## src/rtl/poly_drv_pkg.sv

```systemverilog
// Shared types and constants for the polynomial-evaluator initiator:
// FSM encoding, Q24.8 / Q120.8 widths, saturation bounds, timeout width.
package poly_drv_pkg;

    // Driver FSM states; the encoding is also visible on dbg_state.
    typedef enum logic [1:0] {
        IDLE      = 2'd0,
        ISSUE     = 2'd1,
        WAIT_DONE = 2'd2,
        RELEASE   = 2'd3
    } state_t;

    // Fixed-point geometry of the narrow (stream) and wide (evaluator) formats.
    localparam int FRAC_BITS = 8;
    localparam int INT_BITS  = 24;
    localparam int Q_W       = INT_BITS + FRAC_BITS;   // Q24.8 word
    localparam int Y_W       = 128;                    // Q120.8 word

    // Saturation bounds of signed Q24.8.
    localparam logic [Q_W-1:0] Q24_8_MAX = 32'h7FFF_FFFF;
    localparam logic [Q_W-1:0] Q24_8_MIN = 32'h8000_0000;

    // Width of the done-wait timeout counter (TIMEOUT_CYCLES must fit).
    localparam int TMO_W = 8;

    // One entry of the output register.
    typedef struct packed {
        logic           err;   // evaluator never answered
        logic           sat;   // wide result was clipped
        logic [Q_W-1:0] y;     // Q24.8 result
    } result_t;

    // True when the wide value is representable in Q24.8: every bit from the
    // Q24.8 sign position upward is a copy of the same sign.
    function automatic logic fits_q24_8(input logic [Y_W-1:0] y);
        return (&y[Y_W-1:Q_W-1]) | ~(|y[Y_W-1:Q_W-1]);
    endfunction

endpackage

```

## src/rtl/poly_func_driver_sat.sv

```systemverilog
// Combinational narrowing of a signed Q120.8 value to signed Q24.8 with
// clipping to the Q24.8 extremes and a flag telling whether clipping happened.
module q128_to_q32_sat
    import poly_drv_pkg::*;
(
    input  logic [Y_W-1:0] y,
    output logic [Q_W-1:0] q,
    output logic           sat
);

    // Pass the low word through when it fits, otherwise clip toward the sign.
    always_comb begin
        q   = y[Q_W-1:0];
        sat = 1'b0;
        if (!fits_q24_8(y)) begin
            sat = 1'b1;
            q   = y[Y_W-1] ? Q24_8_MIN : Q24_8_MAX;
        end
    end

endmodule

```

## src/rtl/poly_func_driver.sv

```systemverilog
// Initiator-side controller for the fixed-point polynomial evaluator.
// Takes Q24.8 samples from a valid/ready stream, runs one level-held
// start_func/func_done transaction per sample, narrows the Q120.8 result to
// saturated Q24.8 and offers it on a one-entry valid/ready output stream.
//
// Stream handshakes (both s_* and m_*): a transfer happens on a rising clk
// edge where valid and ready are both 1. A source keeps valid and its data
// stable until that transfer; ready may change freely. Here m_valid, m_y,
// m_sat and m_err are held until m_ready, and s_ready never depends on s_valid.
//
// TIMEOUT_CYCLES must lie in 1..255 so it fits the 8-bit wait counter.
module poly_func_driver
    import poly_drv_pkg::*;
#(
    parameter int TIMEOUT_CYCLES = 32
)
(
    input  logic             clk,
    input  logic             rst,
    // sample input stream
    input  logic             s_valid,
    output logic             s_ready,
    input  logic [Q_W-1:0]   s_x,
    // evaluator handshake
    output logic             start_func,
    output logic [Q_W-1:0]   x_in,
    input  logic [Y_W-1:0]   y_out,
    input  logic             func_done,
    // result output stream
    output logic             m_valid,
    input  logic             m_ready,
    output logic [Q_W-1:0]   m_y,
    output logic             m_sat,
    output logic             m_err,
    // status
    output logic             busy,
    output logic [1:0]       dbg_state
);

    // Last count value before the wait is declared lost.
    localparam logic [TMO_W-1:0] TMO_LAST = TMO_W'(TIMEOUT_CYCLES - 1);

    state_t           state;
    state_t           state_nxt;
    logic [TMO_W-1:0] tmo_cnt;
    result_t          out_q;

    logic             s_fire;
    logic             out_free;
    logic             cap_done;
    logic             cap_tmo;
    logic [Q_W-1:0]   sat_y;
    logic             sat_flag;

    // Narrowing of the evaluator result; y_out is stable while func_done is
    // high, so the capture can happen in any cycle of that window.
    q128_to_q32_sat u_sat (
        .y   (y_out),
        .q   (sat_y),
        .sat (sat_flag)
    );

    // Event decode shared by the FSM and the datapath registers.
    always_comb begin
        s_fire   = s_valid & s_ready;
        // The single output entry can take a new result when it is empty or
        // is being drained this very cycle, so there is no bubble.
        out_free = ~m_valid | m_ready;
        cap_done = (state == WAIT_DONE) & func_done & out_free;
        // A stalled-but-done result never times out: the timeout path needs
        // func_done low. It also waits for a free entry so it never overwrites
        // a pending result.
        cap_tmo  = (state == WAIT_DONE) & ~func_done & (tmo_cnt == TMO_LAST) & out_free;
    end

    // FSM state register.
    always_ff @(posedge clk or posedge rst) begin
        if (rst) begin
            state <= IDLE;
        end else begin
            state <= state_nxt;
        end
    end

    // FSM next-state logic.
    always_comb begin
        state_nxt = state;
        unique case (state)
            IDLE:      if (s_fire) state_nxt = ISSUE;
            ISSUE:     state_nxt = WAIT_DONE;
            WAIT_DONE: if (cap_done || cap_tmo) state_nxt = RELEASE;
            RELEASE:   if (!func_done) state_nxt = IDLE;
            default:   state_nxt = IDLE;
        endcase
    end

    // FSM outputs. s_ready also waits for func_done low so a done left over
    // from before a reset cannot be mistaken for the next sample's answer.
    always_comb begin
        start_func = (state == ISSUE) || (state == WAIT_DONE);
        busy       = (state != IDLE);
        s_ready    = (state == IDLE) && !func_done && !rst;
        dbg_state  = state;
    end

    // Sample register feeding the evaluator; loaded on the input transfer.
    always_ff @(posedge clk or posedge rst) begin
        if (rst) begin
            x_in <= '0;
        end else if (s_fire) begin
            x_in <= s_x;
        end
    end

    // Done-wait counter: cleared in ISSUE so it starts at zero on entry to
    // WAIT_DONE, counts only while func_done is low, and parks at its limit.
    always_ff @(posedge clk or posedge rst) begin
        if (rst) begin
            tmo_cnt <= '0;
        end else if (state == ISSUE) begin
            tmo_cnt <= '0;
        end else if (state == WAIT_DONE && !func_done && tmo_cnt != TMO_LAST) begin
            tmo_cnt <= tmo_cnt + TMO_W'(1);
        end
    end

    // One-entry output register: loaded on capture or timeout, emptied by
    // m_ready, contents frozen while valid.
    always_ff @(posedge clk or posedge rst) begin
        if (rst) begin
            m_valid   <= 1'b0;
            out_q     <= '0;
        end else if (cap_done) begin
            m_valid   <= 1'b1;
            out_q.err <= 1'b0;
            out_q.sat <= sat_flag;
            out_q.y   <= sat_y;
        end else if (cap_tmo) begin
            m_valid   <= 1'b1;
            out_q.err <= 1'b1;
            out_q.sat <= 1'b0;
            out_q.y   <= '0;
        end else if (m_ready) begin
            m_valid   <= 1'b0;
        end
    end

    // Output stream fields come straight from the entry.
    always_comb begin
        m_y   = out_q.y;
        m_sat = out_q.sat;
        m_err = out_q.err;
    end

endmodule

```

## config.mk

```make
export PLATFORM = sky130hd
export DESIGN_NAME = poly_func_driver
export DESIGN_NICKNAME = d
export VERILOG_FILES = /design/src/rtl/poly_drv_pkg.sv /design/src/rtl/poly_func_driver_sat.sv /design/src/rtl/poly_func_driver.sv
export SDC_FILE = /design/constraint.sdc
export NUM_CORES = 1
export LEC_CHECK = 0
export ABC_AREA = 0
export CAP_MARGIN = 20
export CORE_MARGIN = 2
export CORE_UTILIZATION = 38
export DETAILED_ROUTE_END_ITERATION = 8
export GPL_TIMING_DRIVEN = 0
export PLACE_DENSITY = 0.81
export SYNTH_ARGS = -nofsm -noshare
export SYNTH_HDL_FRONTEND = slang
export SYNTH_HIERARCHICAL = 1
export SYNTH_SLANG_ARGS = --single-unit
```

## constraint.sdc

```tcl
create_clock -name clk -period 3.6 [get_ports clk]
set_input_delay 0.9 -clock clk [delete_from_list [all_inputs] [get_ports clk]]
set_output_delay 0.9 -clock clk [all_outputs]
set_load 0.01 [all_outputs]
```

==> results by group, run 1 <==
Floorplan
  • Die Height: approximately 110 um
  • Die area: approximately 11,000 um2
  • Core Area: around 10,000 um2
  • Die width: around 110 um
  • I/O pins: 237
  • Starting Density: 39.0%
  • Core Rows: 37

Final layout
  • Commonest non-fill, non-tap cell in the layout: clkdlybuf4s50_1
  • N_diodes: 0
  • Final core utilization: 65.8%
  • Commonest non-fill, non-tap cells in the layout: clkdlybuf4s50_1 (234), dfrtp_1 (77), a22o_1 (33)
  • Ratio of cells with drive above 1 in the final layout: 10.6%
  • Layout Nets: 779
  • Area Growth Syn to Fin: 68.6%

Setup path
  • RR Startpoint: dbg_state[0]
  • Crit path launch type: input port
  • Critical Path End: m_y[11]
  • R2r worst-path depth: 7
  • R2r endpoint: m_y[6]
  • WP data required: between 3000 and 4000 ps
  • Critical path class: input port to register
  • Reg-to-reg setup timing slack: 1460 ps
  • Critical path endpoint category: register
  • Highest net fanout along the worst path: 10
  • CP startpoint: y_out[70]
  • Arrival @ worst endpoint: 3690 ps

Clock tree
  • CTS tree: yes
  • CTS H-tree lvls: 3
  • Clk Latency, worst-skew pair: 350 ps
  • Sinks on Clock Net: 77
  • Root Driver: clkbuf_8
  • CTS Hold Bufs: 0
  • Num CTS Buffers: 9
  • Post-CTS Setup Bufs: 0
  • Clock Tree Buf Depth: 2
  • Worst-path clk slew: 80 ps

STA
  • Unrepaired setup endpoints after global routing: no
  • Setup ws final: around 190 ps
  • Final min period: 3410 ps
  • Relative slew slack: 50.9%
  • Final Setup Violations: 0
  • Slew Viols, Final: 0
  • Fmax: 293 MHz
  • Worst-margin pin slew: about 730 ps
  • Setup TNS: 0 ps
  • Fin Clk Skew: 13.9 ps
  • Final Hold Vio Count: 0
  • Period utilisation layout: 94.8%

Global route
  • GR Util met1: between 20% and 30%
  • GRT met3 Usage: 7.11%
  • Tot GR Track Use: between 20% and 30%
  • First-pass GRT wire length: 20,500 um
  • Vias in the first global route: 4,296
  • Met2 usage: 42.6%
  • Most crowded layer after global routing: met2
  • Antenna violations before repair: 0
  • Total grt overflow: 0
  • Largest net degree at the start of global routing: 45

Logic synthesis
  • Async set-reset flop share out of synthesis: 100%
  • Yosys reg bits: 77
  • Post-Syn Nets: about 530
  • Warnings from Yosys: 6
  • Yosys cell types: 43
  • Syn Inst Count: roughly 360
  • Syn Area/Cell: between 10 and 15 um2
  • Top cell type's share of synthesized area: 48.0%
  • Leading area contributor after synthesis: dfrtp_1
  • Syn Std Cell Area: 4010 um2
  • Number of enable flip-flop cells after synthesis: 0
  • Top post-synthesis cells by area: dfrtp_1 (48%), a22o_1 (7.2%), o31ai_1 (6.0%), mux2_2 (5.9%), nand4_1 (4.7%)
  • Sequential fraction of the synthesis area: 48.0%
  • Post-synth top flop: dfrtp_1

Worst hold path
  • Class of the worst hold path: register to register

Placement
  • Port Buffers: 234
  • Final GP Congestion: 0.836
  • Pre-CTS WS: -330 ps
  • Placed wire-length estimate: 10,800 um

Power
  • P per Cell Area: 599 nW/um2
  • Total power: 0.00405 W
  • Peak VDD IR: around 300 uV
  • Lkg Pwr: 2.66 nW

Route
  • Vias per inst: 5.47
  • Avg WL per Cell: ~18 um
  • First DRT Iteration DRCs: between 200 and 250
  • Drt drc: 0
  • DR pass1 iterations: 4
  • Final ANT Viol Nets: 0
  • Final Routed Wirelength: 13,500 um
  • Total number of vias: 4,099

Run status
  • Outcome: finished clean

Job
  • Max-Cap Viols: 0
==> final cells by class <==
class	instances	area [um2]
Buffer	32	176
Clock buffer	9	124
Clock inverter	7	82.6
Fill cell	821	3520
Inverter	6	25.0
Multi-Input combinational cell	248	1890
Sequential cell	77	1930
Tap cell	136	170
Timing Repair Buffer	235	2360
==> logic make-up (layout without fill, tap and decap cells) <==
family	Yosys count	count (layout)	share of synthesized area [%]
XOR/XNOR	6	6	1.31
AND/OR/NAND/NOR	96	96	15.0
AO/OA/AOI/OAI	107	107	19.7
flip-flops	77	77	48.0
buffers and inverters	38	289	4.96
adder cells (fa/ha/maj)	5	5	1.56
multiplexers	34	34	9.51
==> worst max-delay path, cell delays in order <==
cell and delay [ps]:
clkdlybuf4s50_1 430, nor4_1 410, nand4_1 180, or4_4 580
nor4_4 560, buf_6 230, o21ai_1 110, o31ai_1 100
a22o_1 190
==> stage by stage <==
stage               hold WS, ps  cell area (um2)  std cells
finish                      489             6760        750
global route                506             6760        750
CTS                         492             6750        750
detailed placement          474             6550        734
global placement            466             6520        733
floorplan                   513             4010        363
==> how the worst min path moves through the flow <==
stage / slack (ps) / startpoint / end / cells after the start
global placement: 470 / x_in[24] / x_in[24] / 1
floorplan: 510 / tmo_cnt[1] / tmo_cnt[1] / 2
CTS: 490 / x_in[24] / x_in[24] / 1
detailed placement: 470 / x_in[24] / x_in[24] / 1
global route: 510 / x_in[30] / x_in[30] / 1
finish: 490 / x_in[24] / x_in[24] / 1
==> synth_stat cells (5+ instances only) <==
library cell  number
mux2_1            12
buf_2              9
nor4_1            27
dfrtp_1           77
ha_1               5
mux2_2            21
inv_1              5
a22o_1            33
o21ai_1           27
xnor2_1            5
buf_6              6
nand4_1           30
nor2_1            12
o31ai_1           32
clkbuf_1          16
nand2_1            7
==> sequential cells by signal, indices dropped and copies added, names as in the netlist <==
register / flops
m_sat: 1
dbg_state: 2
m_valid: 1
m_y: 32
m_err: 1
x_in: 32
tmo_cnt: 8
==> per-layer routing <==
layer / share of wire, % / routed length [um] / up-vias
li1: - / - / 1920
met1: 37 / 4930 / 1936
met2: 52 / 6960 / 218
met3: 9.2 / 1250 / 25
met4: 2.7 / 363 / 0
met5: 0 / 0 / -
==> timing repair <==
action	4_1_cts	5_1_grt
endpoints found under the setup margin	0	14
resized for setup	0	1
endpoints found under the hold margin	0	0
==> power breakdown <==
group	total, W	leakage (nW)	internal (W)	switching, W
combinational	0.00190	1.60	0.00117	0.000739
clock	0.000682	0.0984	0.000331	0.000351
sequential	0.00147	0.961	0.00124	0.000224
Note: power is estimated with default switching activity, not from simulation.
==> run 2: changes to the inputs <==
- MAX_ROUTING_LAYER: not set -> met4
==> run 2 against run 1 <==
  * Clock power about the same
  * Final area unchanged
  * Clock skew decreased by 0.69 ps
  * Combinational power about the same
  * Critical endpoint is now m_y[16]
==> results by group, run 2 (synthesized netlist as in run 1, its figures left out) <==
Power
  • P per Cell Area: 600 nW/um2
  • Peak VDD IR: between 300 and 400 uV
  • Lkg Pwr: about 2.7 nW
  • Total power: 0.00406 W

Route
  • Total number of vias: 4,136
  • Final ANT Viol Nets: 0
  • Avg WL per Cell: 17.9 um
  • First DRT Iteration DRCs: 210
  • DR pass1 iterations: 5
  • Drt drc: 0
  • Final Routed Wirelength: 13,400 um
  • Vias per inst: 5.51

Placement
  • Placed wire-length estimate: between 10,000 and 15,000 um
  • Port Buffers: 234
  • Final GP Congestion: 0.849

Worst hold path
  • Class of the worst hold path: register to register

Global route
  • Tot GR Track Use: 23.8%
  • Total grt overflow: 0
  • Vias in the first global route: between 4,000 and 5,000
  • First-pass GRT wire length: between 20,000 and 25,000 um
  • Largest net degree at the start of global routing: 45
  • Antenna violations before repair: 0

Final layout
  • Area Growth Syn to Fin: 68.6%
  • Ratio of cells with drive above 1 in the final layout: a little over a tenth
  • Layout Nets: between 700 and 800
  • Commonest non-fill, non-tap cells in the layout: clkdlybuf4s50_1 (234), dfrtp_1 (77), a22o_1 (33)
  • Commonest non-fill, non-tap cell in the layout: clkdlybuf4s50_1
  • N_diodes: 0
  • Final core utilization: 65.8%

Floorplan
  • I/O pins: 237
  • Core Rows: 37
  • Die width: 107 um
  • Starting Density: 39.0%
  • Die area: 11,400 um2
  • Core Area: around 10,000 um2
  • Die Height: 107 um

Setup path
  • Top delay family on crit path: simple AND/OR/NAND/NOR gates
  • Critical path class: input port to register
  • Arrival @ worst endpoint: 3690 ps
  • Critical path endpoint category: register
  • Crit path launch type: input port
  • WP data required: 3890 ps
  • Crit-path max cell delay: 570 ps
  • WP buf/inv: 2
  • Slowest CP cell: or4_4
  • CP Cell Sequence: clkdlybuf4s50_1 -> nor4_1 -> nand4_1 -> or4_4 -> nor4_4 -> buf_6 -> o21ai_1 -> o31ai_1 -> a22o_1
  • Highest net fanout along the worst path: 10

Clock tree
  • CTS tree: yes
  • Clock Tree Buf Depth: 2
  • Clk Latency, worst-skew pair: 350 ps
  • Sinks on Clock Net: 77
  • Post-CTS Setup Bufs: 0
  • Root Driver: clkbuf_8
  • Worst-path clk slew: about 80 ps
  • CTS H-tree lvls: 3
  • Num CTS Buffers: 9

STA
  • Unrepaired setup endpoints after global routing: no
  • Hold Slack: around 490 ps
  • Period utilisation layout: 94.4%
  • Relative slew slack: 51.2%
  • Slew Viols, Final: 0
  • Worst-margin pin slew: 726 ps
  • Final Hold Vio Count: 0
  • Fmax: 294 MHz
  • Final min period: 3400 ps
  • Final Setup Violations: 0
  • Fin Clk Skew: roughly 13 ps

Job
  • Max-Cap Viols: 0

Run status
  • Outcome: finished clean
-- run 2: cell counts in the layout (fill, tap and decap cells not counted) --
Identical to the previous run, type by type.
-- run 2: worst paths after layout --
check | from | end | slack (ps) | depth (start not counted)
min in group asynchronous | rst | x_in[10] | 950 | 2
worst min-delay path | x_in[24] | x_in[24] | 490 | 1
worst min register to register | x_in[24] | x_in[24] | 490 | 1
max in group asynchronous | rst | m_y[11] | 2080 | 3
worst max register to register | dbg_state[0] | m_y[7] | 1450 | 7
worst max-delay path | y_out[70] | m_y[16] | 200 | 9
-- run 2: layer usage --
layer	up-vias	global-route usage [%]	wire length (um)
met3	26	6.14	1110
met5	-	-	0
met1	1972	25.3	5050
met2	212	42.7	6910
met4	0	8.44	384
li1	1926	-	-
-- run 2: per-stage QoR --
step	instances	TNS (ps)	instance area [um2]	setup WS (ps)
final	750	0	6760	200
after global placement	733	-43120	6520	-451
after global routing	750	0	6760	110
after CTS	750	0	6750	42.9
after detailed placement	734	-9280	6550	-330
after floorplan	363	0	4010	649
-- run 2: power by group --
group | internal [W] | switching (W) | total [W]
registers | 0.00124 | 0.000226 | 0.00147
clock network | 0.000331 | 0.000353 | 0.000684
logic | 0.00117 | 0.000738 | 0.00190
total | 0.00274 | 0.00132 | 0.00406
-- run 2: worst reg2reg max path, cell delays in order, from the launching register on --
cell,delay [ps]
dfrtp_1,440
inv_1,110
ha_1,160
buf_2,210
and3_1,180
clkbuf_1,300
clkbuf_1,450
a22o_1,230
-- run 2: final cells by class --
type,instances,area [um2]
Buffer,32,176
Clock buffer,9,124
Clock inverter,7,82.6
Fill cell,821,3520
Inverter,6,25.0
Multi-Input combinational cell,248,1890
Sequential cell,77,1930
Tap cell,136,170
Timing Repair Buffer,235,2360
-- run 2: timing repair --
item	CTS	global route
resized for setup	0	1
hold buffers	0	0
endpoints found under the hold margin	0	0
endpoints found under the setup margin	0	11
